**src/rtl/matrix_addsub_pipe.sv**
```systemverilog
// matrix_addsub_pipe
//   Two-stage, lane-parallel signed add/subtract for packed matrix rows.
//   Stage 1 widens each lane to W+1 bits and adds or subtracts. Stage 2
//   detects overflow and then either wraps the result or saturates it.
//
// Handshake: a beat moves across an interface on a rising edge where valid
// and ready are both high. A producer keeps valid high until that transfer
// happens. While out_valid is high and out_ready is low, m_out, ovf_lanes
// and ovf hold their values. in_ready depends combinationally on out_ready
// and on nothing else from the inputs.
//
// Ports:
//   clk, rst          clock, synchronous active-high reset
//   in_valid/in_ready operand beat handshake
//   op                0 = m1+m2, 1 = m1-m2 (captured per beat)
//   sat_en            1 = saturate on overflow, 0 = wrap (captured per beat)
//   m1, m2            packed operands, lane 0 in the most significant W bits
//   out_valid/out_ready result beat handshake
//   m_out             packed result, same packing as the operands
//   ovf_lanes         per-lane overflow, lane 0 in the MSB
//   ovf               OR of ovf_lanes
//   ovf_sticky        set by any overflowed beat, cleared by clr_sticky
//   clr_sticky        clear request for ovf_sticky (a set on the same cycle wins)
module matrix_addsub_pipe #(
  parameter int LANES = 5,
  parameter int W     = 8
) (
  input  logic               clk,
  input  logic               rst,
  input  logic               in_valid,
  output logic               in_ready,
  input  logic               op,
  input  logic               sat_en,
  input  logic [LANES*W-1:0] m1,
  input  logic [LANES*W-1:0] m2,
  output logic               out_valid,
  input  logic               out_ready,
  output logic [LANES*W-1:0] m_out,
  output logic [LANES-1:0]   ovf_lanes,
  output logic               ovf,
  output logic               ovf_sticky,
  input  logic               clr_sticky
);

  localparam int RW = W + 1;

  // Stage 1 registers
  logic                   s1_valid_q;
  logic                   s1_sat_q;
  logic [LANES*RW-1:0]    s1_res_q;
  logic [LANES*RW-1:0]    s1_res_d;

  // Stage 2 registers
  logic                   out_valid_q;
  logic [LANES*W-1:0]     m_out_q;
  logic [LANES*W-1:0]     m_out_d;
  logic [LANES-1:0]       ovf_lanes_q;
  logic [LANES-1:0]       ovf_lanes_d;
  logic                   sticky_q;
  logic                   sticky_d;

  logic                   s1_en;
  logic                   s2_en;

  // A stage may advance when it is empty or when the stage after it advances.
  assign s2_en    = !out_valid_q || out_ready;
  assign s1_en    = !s1_valid_q || s2_en;
  assign in_ready = s1_en;

  for (genvar g = 0; g < LANES; g++) begin : g_lane
    logic [W-1:0]  a;
    logic [W-1:0]  b;
    logic [RW-1:0] ax;
    logic [RW-1:0] bx;
    logic [RW-1:0] q;
    logic          lane_ovf;
    logic [W-1:0]  sat_val;

    assign a  = m1[(LANES-g)*W-1 -: W];
    assign b  = m2[(LANES-g)*W-1 -: W];
    // With one extra bit the sum or difference of two W-bit values cannot overflow.
    assign ax = {a[W-1], a};
    assign bx = {b[W-1], b};
    assign s1_res_d[(LANES-g)*RW-1 -: RW] = op ? (ax - bx) : (ax + bx);

    assign q        = s1_res_q[(LANES-g)*RW-1 -: RW];
    // The result fits in W bits only while the top two bits agree.
    assign lane_ovf = q[W] ^ q[W-1];
    // q[W] is the true sign. It selects the most positive or most negative value.
    assign sat_val  = q[W] ? {1'b1, {(W-1){1'b0}}} : {1'b0, {(W-1){1'b1}}};
    assign m_out_d[(LANES-g)*W-1 -: W] = (lane_ovf && s1_sat_q) ? sat_val : q[W-1:0];
    assign ovf_lanes_d[LANES-1-g]      = lane_ovf;
  end

  always_comb begin
    sticky_d = sticky_q;
    if (s2_en && s1_valid_q && (|ovf_lanes_d)) begin
      sticky_d = 1'b1;
    end else if (clr_sticky) begin
      sticky_d = 1'b0;
    end
  end

  always_ff @(posedge clk) begin
    if (rst) begin
      s1_valid_q  <= 1'b0;
      s1_sat_q    <= 1'b0;
      s1_res_q    <= '0;
      out_valid_q <= 1'b0;
      m_out_q     <= '0;
      ovf_lanes_q <= '0;
      sticky_q    <= 1'b0;
    end else begin
      sticky_q <= sticky_d;
      if (s1_en) begin
        s1_valid_q <= in_valid;
        if (in_valid) begin
          s1_sat_q <= sat_en;
          s1_res_q <= s1_res_d;
        end
      end
      if (s2_en) begin
        // When stage 1 holds a bubble, out_valid drops and the old data stays.
        out_valid_q <= s1_valid_q;
        if (s1_valid_q) begin
          m_out_q     <= m_out_d;
          ovf_lanes_q <= ovf_lanes_d;
        end
      end
    end
  end

  assign out_valid  = out_valid_q;
  assign m_out      = m_out_q;
  assign ovf_lanes  = ovf_lanes_q;
  assign ovf        = |ovf_lanes_q;
  assign ovf_sticky = sticky_q;

endmodule

```
**config.mk**
```make
export PLATFORM = sky130hd
export DESIGN_NAME = matrix_addsub_pipe
export DESIGN_NICKNAME = d
export VERILOG_FILES = /design/src/rtl/matrix_addsub_pipe.sv
export SDC_FILE = /design/constraint.sdc
export NUM_CORES = 1
export LEC_CHECK = 0
export BUFFER_PORTS_ARGS = -buffer_cell sky130_fd_sc_hd__clkbuf_2
export CAP_MARGIN = 20
export CORE_UTILIZATION = 55
export CTS_BUF_LIST = sky130_fd_sc_hd__clkbuf_4 sky130_fd_sc_hd__clkbuf_8 sky130_fd_sc_hd__clkbuf_16
export DETAILED_ROUTE_END_ITERATION = 7
export PLACE_DENSITY_LB_ADDON = 0.3
export SYNTH_ARGS = -nofsm -noshare
export SYNTH_HDL_FRONTEND = slang
export SYNTH_SLANG_ARGS = --single-unit
```
**constraint.sdc**
```tcl
create_clock -name clk -period 3.4 [get_ports clk]
set_input_delay 0.34 -clock clk [delete_from_list [all_inputs] [get_ports clk]]
set_output_delay 0.34 -clock clk [all_outputs]
set_load 0.02 [all_outputs]
```
# ---- After elaboration in Yosys (flattened, before gate mapping)
# Index checks and enable logic that the tools add are counted.
dict set report op_classes {
  add_sub_neg 10
  muxes 17
  bitwise_logic 5
  n_reduce_logical 16
}
# operator n
set ops {}
lappend ops {{8-bit two-way mux} 10}
lappend ops {{8-bit by 8-bit adder with 9-bit output} 5}
lappend ops {{9-bit two-way mux} 5}
lappend ops {{8-bit by 8-bit subtractor with 9-bit output} 5}
lappend ops {{5-bit OR reduction} 2}
lappend ops {{1-bit logical AND} 7}
lappend ops {{1-bit bitwise XOR} 5}
lappend ops {{2-bit AND reduction} 2}
lappend ops {{1-bit logical NOT} 2}
lappend ops {{1-bit logical OR} 2}
lappend ops {{1-bit two-way mux} 2}
lappend ops {{2-bit nonzero test} 1}
dict set report totals {
  register_bits 94
  input_bits 87
  output_inout_bits 49
  wordCells 55
}

# ---- Logic depth before layout (Yosys ltp)
dict set report logic_depth {
  ltp_word 5
  mapped_depth 11
  mapped_depth_nobuf 11
}

# ---- Worst setup path before layout
# Ideal clock, no wire load.
dict set report synth_path {
  path_kind {input to register}
  startpoint {input op}
  endpoint {register s1_res_q[26]}
  setup_ns 0.074
  arrival_time_ns 2.625
  t_required_ns 3.326
  path_slack_ns 0.701
  cell_stages 11
  n_path_buf 3
  path_cell_list {buf_4 buf_2 buf_1 nor2_1 xnor2_1 ha_1 nor2b_4 o31a_1 o41a_1 or3_1 a31oi_1}
}
dict set report synth_via {
  elab_chain_cells 1
}
# element line_no
set synth_rtl {}
lappend synth_rtl {{start, declared} 32} ;# input logic op,
lappend synth_rtl {{9-bit two-way mux} 84} ;# assign s1_res_d[(LANES-g)*RW-1 -: RW] = op ? (ax - bx) : (ax + bx);
lappend synth_rtl {{end signal, assigned} 119} ;# s1_res_q <= s1_res_d;
lappend synth_rtl {{end, declared} 50} ;# logic [LANES*RW-1:0] s1_res_q;
# Every way passes these cells.
# A chain may end at the register's enable or synchronous reset.

# ---- Worst setup path in the final report
dict set report layout_path {
  startpoint {input op}
  endpoint {register s1_res_q[43]}
}
# Same word-level chain as after synthesis.

==> flow_summary.json <==
{
  "power.leakage_nw": 3.13,
  "async_flop_share_pct": 0,
  "cts-buffers-inserted": 9,
  "dp_cells": 1031,
  "fin_cells": 1047,
  "grt_pass1_wl_mm": 24.2,
  "fillers": 998,
  "finalSetupViolCount": 0,
  "fin_area_mm2": 0.00709,
  "antenna_found_initial": 0,
  "worstSetupEndpointType": "register",
  "p_total_mw": 2.97,
  "antenna_cells": 0,
  "ant_nets": 0,
  "crit_path_start_kind": "input pin",
  "syn_nets": 923,
  "hold_viol": 0,
  "cts_root_buf": "clkbuf_8",
  "drv_cap": 0,
  "synth_top_cell_area_share_pct": 30.6,
  "worstMarginPinSlew_ps": 695,
  "multi_input_area_mm2": 0.00398,
  "fin_crit_ps": 2420,
  "synth_largest_area_cell": "dfxtp_1",
  "holdPathStages": 3,
  "synth_edf_count": 0,
  "placed_area_mm2": 0.00691,
  "io_buffers": 135,
  "syn_inst": 786,
  "gp_congestion": 0.836,
  "htreeDepth": 3,
  "final_cell_mix": "clkbuf_2, dfxtp_1, nor2_1",
  "synth.distinct_cells": 49,
  "synth_area_per_cell_um2": 7.83,
  "num_vias": 5913,
  "fin_crit_sh_pct": 71.3,
  "drt-initial-drc-count": 383,
  "drc": 0,
  "start_util_pct": 56.5,
  "syn_area_mm2": 0.00615,
  "grt_pass1_vias": 5092,
  "crit_arrival_ps": 2680,
  "clk_pin_slew_ps": 80,
  "ff_latch_area_mm2": 0.00188,
  "vias_per_cell": 5.65,
  "io_pins": 136,
  "drt-total-wl_mm": 14.8,
  "powerDensity_mw_per_mm2": 419,
  "nNetsFinal": 1039,
  "yosysSeqAreaShare_pct": 30.6,
  "cts_tree": "done",
  "slew_violations": 0,
  "ys_top_cells_by_area": "dfxtp_1, ha_1, a21oi_1, nor2_1, o21ai_0",
  "reg2reg_depth": 5,
  "status": "completed",
  "core.rowCount": 38,
  "cts_max_path_buffers": 2,
  "crit_fanout": 33,
  "coreArea_mm2": 0.0109,
  "die_h_um": 108,
  "grt_max_degree": 55,
  "layout_commonest_cell": "clkbuf_2",
  "overflow": 0,
  "cts-resized-gates": 0,
  "timing.fmax_mhz": 412,
  "die_area_mm2": 0.0116,
  "finClkSkew_ps": 15.7,
  "cts_setup_buffers": 0,
  "clk_latency_ps": 370,
  "synthFlopType": "dfxtp_1",
  "rsz0062_at_grt": "no",
  "grt_use_total_pct": 26.1,
  "slew-limit-headroom_pct": 53.7,
  "whs_ps": 213,
  "synth_seq_cells": 94,
  "die_w_um": 108,
  "drive_gt1_share_pct": 18.9,
  "worst-setup-path-type": "in2reg",
  "ir_worst_vdd_v": 0.000221,
  "synthToLayoutAreaGrowth_pct": 15.2,
  "fin_tns_setup_ps": 0,
  "hold_path_class": "in2reg",
  "yosysWarningCount": 0,
  "clock_sinks": 94,
  "drt_first_pass_iters": 5,
  "hpwlAfterDp_mm": 11.3,
  "crit_required_ps": 3660,
  "routedWlPerCell_um": 14.1,
  "cts_hold_buf": 0
}
## layout make-up
| class | count | area share (%) |
|---|---|---|
| inverters | 37 | 1.96 |
| flip-flops and latches | 94 | 26.5 |
| multi-input cells | 617 | 56.1 |
| clock inverters | 3 | 0.282 |
| repair buffers | 143 | 10.4 |
| clock buffers | 13 | 2.26 |
| well taps | 140 | 2.47 |
## per-stage QoR
step	worst slack, ps	utilization (%)
floorplan	701	-
global placement	636	63.5
detailed placement	612	63.5
CTS	991	65.1
global route	802	65.1
finish	975	65.1
## sequential cells by signal (all words and copies together) (netlist names)
register,cells
s1_valid_q,1
s1_res_q,45
out_valid,1
m_out,40
ovf_sticky,1
s1_sat_q,1
ovf_lanes,5
## cells by family after synthesis
kind of cell             share of synthesized area, %
buffers and inverters                            4.78
multiplexers                                     1.73
AND/OR/NAND/NOR                                  22.2
AO/OA/AOI/OAI                                    23.6
XOR/XNOR                                         6.40
flip-flops                                       30.6
adder cells (fa/ha/maj)                          10.8
## worst paths after layout
check	start	to	slack [ps]
min	sat_en	s1_sat_q	210
max	op	s1_res_q[43]	980
max reg2reg	s1_valid_q	s1_res_q[24]	1340
min reg2reg	s1_res_q[19]	m_out[17]	450
## synthesized netlist by cell type (5+ instances only)
cell type,n
a211oi_1,19
a21o_1,9
a21oi_1,72
a31oi_1,17
and2_1,6
buf_1,6
buf_2,7
clkbuf_1,24
dfxtp_1,94
fa_1,5
ha_1,45
inv_1,36
mux2_2,5
mux2i_1,5
nand2_1,59
nand3_1,25
nand3b_1,6
nor2_1,81
nor2b_1,7
nor3_1,50
nor3b_1,6
nor4_1,6
o211ai_1,9
o21a_1,21
o21ai_0,59
o311ai_0,6
o31a_1,6
o31ai_1,5
or3_1,9
xnor2_1,30
xor2_1,15
## per-layer routing
metal / vias up / part of all wire (%) / GRT usage (%)
met4: 0 / 1.2 / 7.34
li1: 3061 / - / -
met1: 2625 / 53 / 41.5
met3: 15 / 6.1 / 3.57
met5: - / 0 / 0
met2: 212 / 39 / 35.6
## critical path, cell delays in order
cell	delay, ps
clkbuf_2	530
buf_4	300
a21oi_1	70
xnor2_1	140
ha_1	330
a21o_1	180
or3_1	330
o21a_1	180
o311ai_0	280
## power by group
group          switching (mW)  internal, mW
clock                   0.371         0.310
combinational           0.578         0.422
sequential             0.0821          1.21
No activity file was read; power rests on OpenSTA's default activity.
